`src/rtl/interface_hcsr04_uc.sv`:
```
// Control unit for the HC-SR04 ultrasonic sensor: fires the trigger pulse, waits for the echo,
// lets the downstream contador_cm count it and latches the BCD result (or aborts on timeout).
module interface_hcsr04_uc #(
  parameter int TRIG_CICLOS    = 500,
  parameter int TIMEOUT_CICLOS = 1_500_000
) (
  input  logic        clock,
  input  logic        reset,
  input  logic        medir,
  input  logic        echo,
  input  logic        pronto_cm,
  input  logic [11:0] digitos_cm,
  output logic        trigger,
  output logic        pulso_cm,
  output logic        zera_cm,
  output logic [11:0] medida,
  output logic        pronto,
  output logic        timeout,
  output logic [3:0]  db_estado
);

  localparam int TRIG_W = (TRIG_CICLOS > 1) ? $clog2(TRIG_CICLOS) : 1;
  localparam int TO_W   = (TIMEOUT_CICLOS > 1) ? $clog2(TIMEOUT_CICLOS) : 1;
  localparam logic [TRIG_W-1:0] TRIG_LAST = TRIG_W'(TRIG_CICLOS - 1);
  localparam logic [TO_W-1:0]   TO_LAST   = TO_W'(TIMEOUT_CICLOS - 1);

  typedef enum logic [3:0] {
    ST_INICIAL       = 4'd0,
    ST_PREPARACAO    = 4'd1,
    ST_ENVIA_TRIGGER = 4'd2,
    ST_ESPERA_ECHO   = 4'd3,
    ST_MEDE          = 4'd4,
    ST_ARMAZENA      = 4'd5,
    ST_FINAL         = 4'd6,
    ST_ERRO          = 4'd7
  } estado_t;

  estado_t           estado_q, estado_d;
  logic              echo_s1_q, echo_s2_q;
  logic              medir_q;
  logic [TRIG_W-1:0] trig_cnt_q, trig_cnt_d;
  logic [TO_W-1:0]   to_cnt_q, to_cnt_d;
  logic [11:0]       medida_q, medida_d;
  logic              start;
  logic [TO_W-1:0]   to_cnt_inc;

  assign start = medir & ~medir_q;
  // Saturates at the last count so the counter fits its $clog2 width even if mede is
  // entered on the very cycle the limit is reached.
  assign to_cnt_inc = (to_cnt_q == TO_LAST) ? to_cnt_q : to_cnt_q + 1'b1;

  always_ff @(posedge clock or posedge reset) begin
    if (reset) begin
      estado_q   <= ST_INICIAL;
      echo_s1_q  <= 1'b0;
      echo_s2_q  <= 1'b0;
      medir_q    <= 1'b0;
      trig_cnt_q <= '0;
      to_cnt_q   <= '0;
      medida_q   <= 12'h000;
    end else begin
      estado_q   <= estado_d;
      echo_s1_q  <= echo;
      echo_s2_q  <= echo_s1_q;
      medir_q    <= medir;
      trig_cnt_q <= trig_cnt_d;
      to_cnt_q   <= to_cnt_d;
      medida_q   <= medida_d;
    end
  end

  always_comb begin
    estado_d   = estado_q;
    trig_cnt_d = trig_cnt_q;
    to_cnt_d   = to_cnt_q;
    medida_d   = medida_q;
    case (estado_q)
      ST_INICIAL: begin
        if (start) estado_d = ST_PREPARACAO;
      end
      ST_PREPARACAO: begin
        trig_cnt_d = '0;
        estado_d   = ST_ENVIA_TRIGGER;
      end
      ST_ENVIA_TRIGGER: begin
        if (trig_cnt_q == TRIG_LAST) begin
          to_cnt_d = '0;
          estado_d = ST_ESPERA_ECHO;
        end else begin
          trig_cnt_d = trig_cnt_q + 1'b1;
        end
      end
      // In both wait states the exit condition takes priority over the timeout.
      ST_ESPERA_ECHO: begin
        to_cnt_d = to_cnt_inc;
        if (echo_s2_q)                estado_d = ST_MEDE;
        else if (to_cnt_q == TO_LAST) estado_d = ST_ERRO;
      end
      ST_MEDE: begin
        to_cnt_d = to_cnt_inc;
        if (pronto_cm)                estado_d = ST_ARMAZENA;
        else if (to_cnt_q == TO_LAST) estado_d = ST_ERRO;
      end
      ST_ARMAZENA: begin
        medida_d = digitos_cm;
        estado_d = ST_FINAL;
      end
      ST_FINAL: estado_d = ST_INICIAL;
      ST_ERRO:  estado_d = ST_INICIAL;
      default:  estado_d = ST_INICIAL;
    endcase
  end

  assign trigger   = (estado_q == ST_ENVIA_TRIGGER);
  assign zera_cm   = (estado_q == ST_PREPARACAO);
  assign pronto    = (estado_q == ST_FINAL);
  assign timeout   = (estado_q == ST_ERRO);
  assign pulso_cm  = echo_s2_q;
  assign medida    = medida_q;
  assign db_estado = estado_q;

endmodule

```
`config.mk`:
```
export PLATFORM = sky130hd
export DESIGN_NAME = interface_hcsr04_uc
export DESIGN_NICKNAME = d
export VERILOG_FILES = /design/src/rtl/interface_hcsr04_uc.sv
export SDC_FILE = /design/constraint.sdc
export NUM_CORES = 1
export LEC_CHECK = 0
export BUFFER_PORTS_ARGS = -buffer_cell sky130_fd_sc_hd__buf_2
export CORE_MARGIN = 4
export CORE_UTILIZATION = 35
export DETAILED_ROUTE_END_ITERATION = 16
export HOLD_SLACK_MARGIN = 0.05
export PLACE_DENSITY_LB_ADDON = 0.12
export SLEW_MARGIN = 20
export SYNTH_ARGS = -nofsm -noshare
export SYNTH_HDL_FRONTEND = slang
export SYNTH_SLANG_ARGS = --single-unit
```
`constraint.sdc`:
```
create_clock -name clock -period 2.6 [get_ports clock]
set_input_delay 0.52 -clock clock [delete_from_list [all_inputs] [get_ports clock]]
set_output_delay 0.52 -clock clock [all_outputs]
set_load 0.03 [all_outputs]
```
==> results.txt <==
Status: finished clean
Clock Skews: 0.00841 ns
Combinational fraction of design power: 0.129
Seq cells post-synth: 49
Drt drc: 0
Clk_lat worst skew: 0.30 ns
Pre-CTS setup slack: 0.143 ns
P_leak: 0.00136 uW
Pwr Total: 1590 uW
Worst Tran Pin Value: 0.617 ns
Mean Syn Cell Area: 10.0 sq um
Worst Reg2Reg Path Length in Cells: 6
Crit-path max FO: 15
HPWL Detailed: 3820 microns
Clock-pin slew on the worst setup and hold paths: 0.09 ns
Worst hold path depth: 1
Root cell of the clock tree: clkbuf_8
Setup slack after layout: 0.187 ns
GP Congestion: 0.807
Die Wd: 92.7 microns
Core Area: 6870 sq um
VDD IR-drop max: 0.257 mV
Primary FF master, synth: dfrtp_1
Global Route Usage Sum: 0.138
Pre-Repair DR Iteration Count: 4
Flop-to-flop setup slack: 0.19 ns
Clock group share of total power: 0.346
Core Util, Final: 0.434
Initial Util: 0.366
Post-synthesis sequential area ratio: 0.488
Mapped Cells: 250
Max Freq: 414 MHz
Final ANT Viol Nets: 0
Worst r2r dst: to_cnt_q[19]$_DFFE_PP0P_
NetSw: 427 uW
Vias per inst: 5.06
Fin crit share: 0.928
RSZ-0062 raised after global routing: no
DP Cell Count: 383
DR WL/cell: 13.6 microns
Number of port buffers: 37
I/O Pins: 38
Number of global-route vias before repair: 2036
Crit Path Category: reg2reg
Clock buffer count from CTS: 5
Period minus WS final: 2.41 ns
CTS tree: done
EDFF count, synth: 0
Post-route setup TNS: 0 ns
Pwr per Cell Area: 534 nW/um^2
Sequential power share: 0.525
Fraction of registers with async set/reset: 1.00
Final setup viols: 0
Number of nets in the layout: 318
Via count: 2003
Synth-to-Final Area Change: 18.5%
WP data required: 2.81 ns
Worst EP arrival: 2.62 ns
Total of max-cap violations: 0
Rows: 30
Syn nets: 269
Internal Dissipation: 1160 uW
Number of hold violations in the final report: 0
Slew Limit Fails: 0
WL final: 5390 microns
CP endpoint kind: flip-flop
Die area: 8600 sq um
Final Non-Filler Cells: 396
Diode count: 0
Longest Clk Path Bufs: 2
Hold Path Sink: echo_s1_q$_DFF_PP0_
Post-CTS Hold Fix Bufs: 0
CP startpoint: to_cnt_q[7]$_DFFE_PP0P_
Largest net degree at the start of global routing: 50
Initial antenna violation count: 0
First-iteration detailed-routing DRC count: 99
Mapped Area: 2510 sq um
Share of cells above drive strength 1: 0.277
Sw Ratio: 0.268
Relative slew margins: 0.589
Min-delay src: echo
Distinct cells, synth: 46
Die Height: 92.7 microns
First-pass GRT wire length: 9610 microns
CP startpoint kind: flip-flop
Clock sinks: 49
Gr ovfl total: 0
H-tree Lvls: 2
Hold Crit Class: in2reg
Yosys warns: 0
Worst flop-to-flop path startpoint: to_cnt_q[7]$_DFFE_PP0P_
cell usage in the layout, fill, tap and decap left out, types with 3 or more instances in the layout:
cell type  count
or4_1          5
o21ai_0       20
dfrtp_1       49
and3_1         8
and2_1         3
buf_4         17
clkbuf_8       5
nor2_1        17
nor4bb_1       3
nand4_1        4
xnor2_1        3
nand2_1       25
or3_1         11
o31ai_1        5
buf_2         37
nand3_1       14
xor2_1         6
a21oi_1       17
inv_1          3
mux2_2        12
cells in the mapped netlist, drive strengths merged (4+ instances only):
cell type	instances	area share
a21oi	17	0.034
nor2	17	0.025
o31ai	5	0.015
mux2	12	0.054
nand2	25	0.037
inv	4	0.0060
dfrtp	49	0.49
or3	11	0.027
nand4	4	0.010
o21ai	21	0.042
and3	9	0.022
nand3	14	0.028
xor2	6	0.021
buf	10	0.029
or4	5	0.015
logic make-up (layout without fill, tap and decap cells):
kind of cell	count (synthesis)	in the layout	synth area share
AOI/OAI and AO/OA	55	55	0.137
xor gates and xnor gates	9	9	0.0314
adders and majority gates	2	2	0.00996
buffers and inverters	16	66	0.0378
DFF	49	49	0.488
muxes	12	12	0.0538
other	1	1	0.00149
and+or+nand+nor	106	106	0.241
through the flow:
step                hold WS, ns  cell area [sq um]
floorplan                 0.331               2510
global placement          0.340               2830
detailed placement        0.338               2830
CTS                       0.303               2940
global route              0.310               2980
finish                    0.315               2980
how the worst max path moves through the flow:
stage	cells past startpoint	endpoint	slack [ns]
after floorplan	8	to_cnt_q[10]$_DFFE_PP0P_	0.0001
after global placement	6	to_cnt_q[19]$_DFFE_PP0P_	0.17
after detailed placement	6	to_cnt_q[19]$_DFFE_PP0P_	0.14
after CTS	6	to_cnt_q[19]$_DFFE_PP0P_	0.14
after global routing	6	to_cnt_q[16]$_DFFE_PP0P_	0.009
final	6	to_cnt_q[19]$_DFFE_PP0P_	0.19
worst max-delay path, stage by stage, from the launching register on:
cell and delay [ns]:
dfrtp_1 0.42, or4b_1 0.52, or4b_4 0.60, o22ai_4 0.29, buf_4 0.25, nor3_1 0.07, o21a_1 0.16
sequential cells by signal (all words and copies together), names as in the netlist:
name / flops
to_cnt_q: 21
trig_cnt_q: 9
medir_q: 1
db_estado: 4
pulso_cm: 1
echo_s1_q: 1
medida: 12
layout make-up:
type                    instances  area, sq um
well taps                      96          120
repair buffers                 54          313
clock buffers                   6         72.6
clock inverters                 2         38.8
flip-flops and latches         49         1230
fillers                       666         3890
inverters                       4         15.0
multi-input cells             185         1190
power by group through the flow:
stage | sequential, uW | clock, uW | combinational (uW)
4_1_cts | 835 | 572 | 204
6_report | 835 | 551 | 205
3_5_place_dp | 850 | 0 | 203
5_1_grt | 844 | 604 | 230
3_3_place_gp | 850 | 0 | 205
2_1_floorplan | 876 | 0 | 111
repair_timing:
action                     4_1_cts  5_1_grt
setup endpoints to repair        0        6
setup buffers                    0        5
resized for setup                0        1
layer usage:
| layer | track usage | vias to the layer above | share of wire |
|---|---|---|---|
| met1 | 0.190 | 968 | 0.48 |
| met3 | 0.0284 | 8 | 0.023 |
| met4 | 0.0403 | 0 | 0.014 |
| li1 | - | 1005 | - |
| met5 | 0 | - | 0 |
| met2 | 0.218 | 22 | 0.49 |
Note: power is estimated with default switching activity, not from simulation.
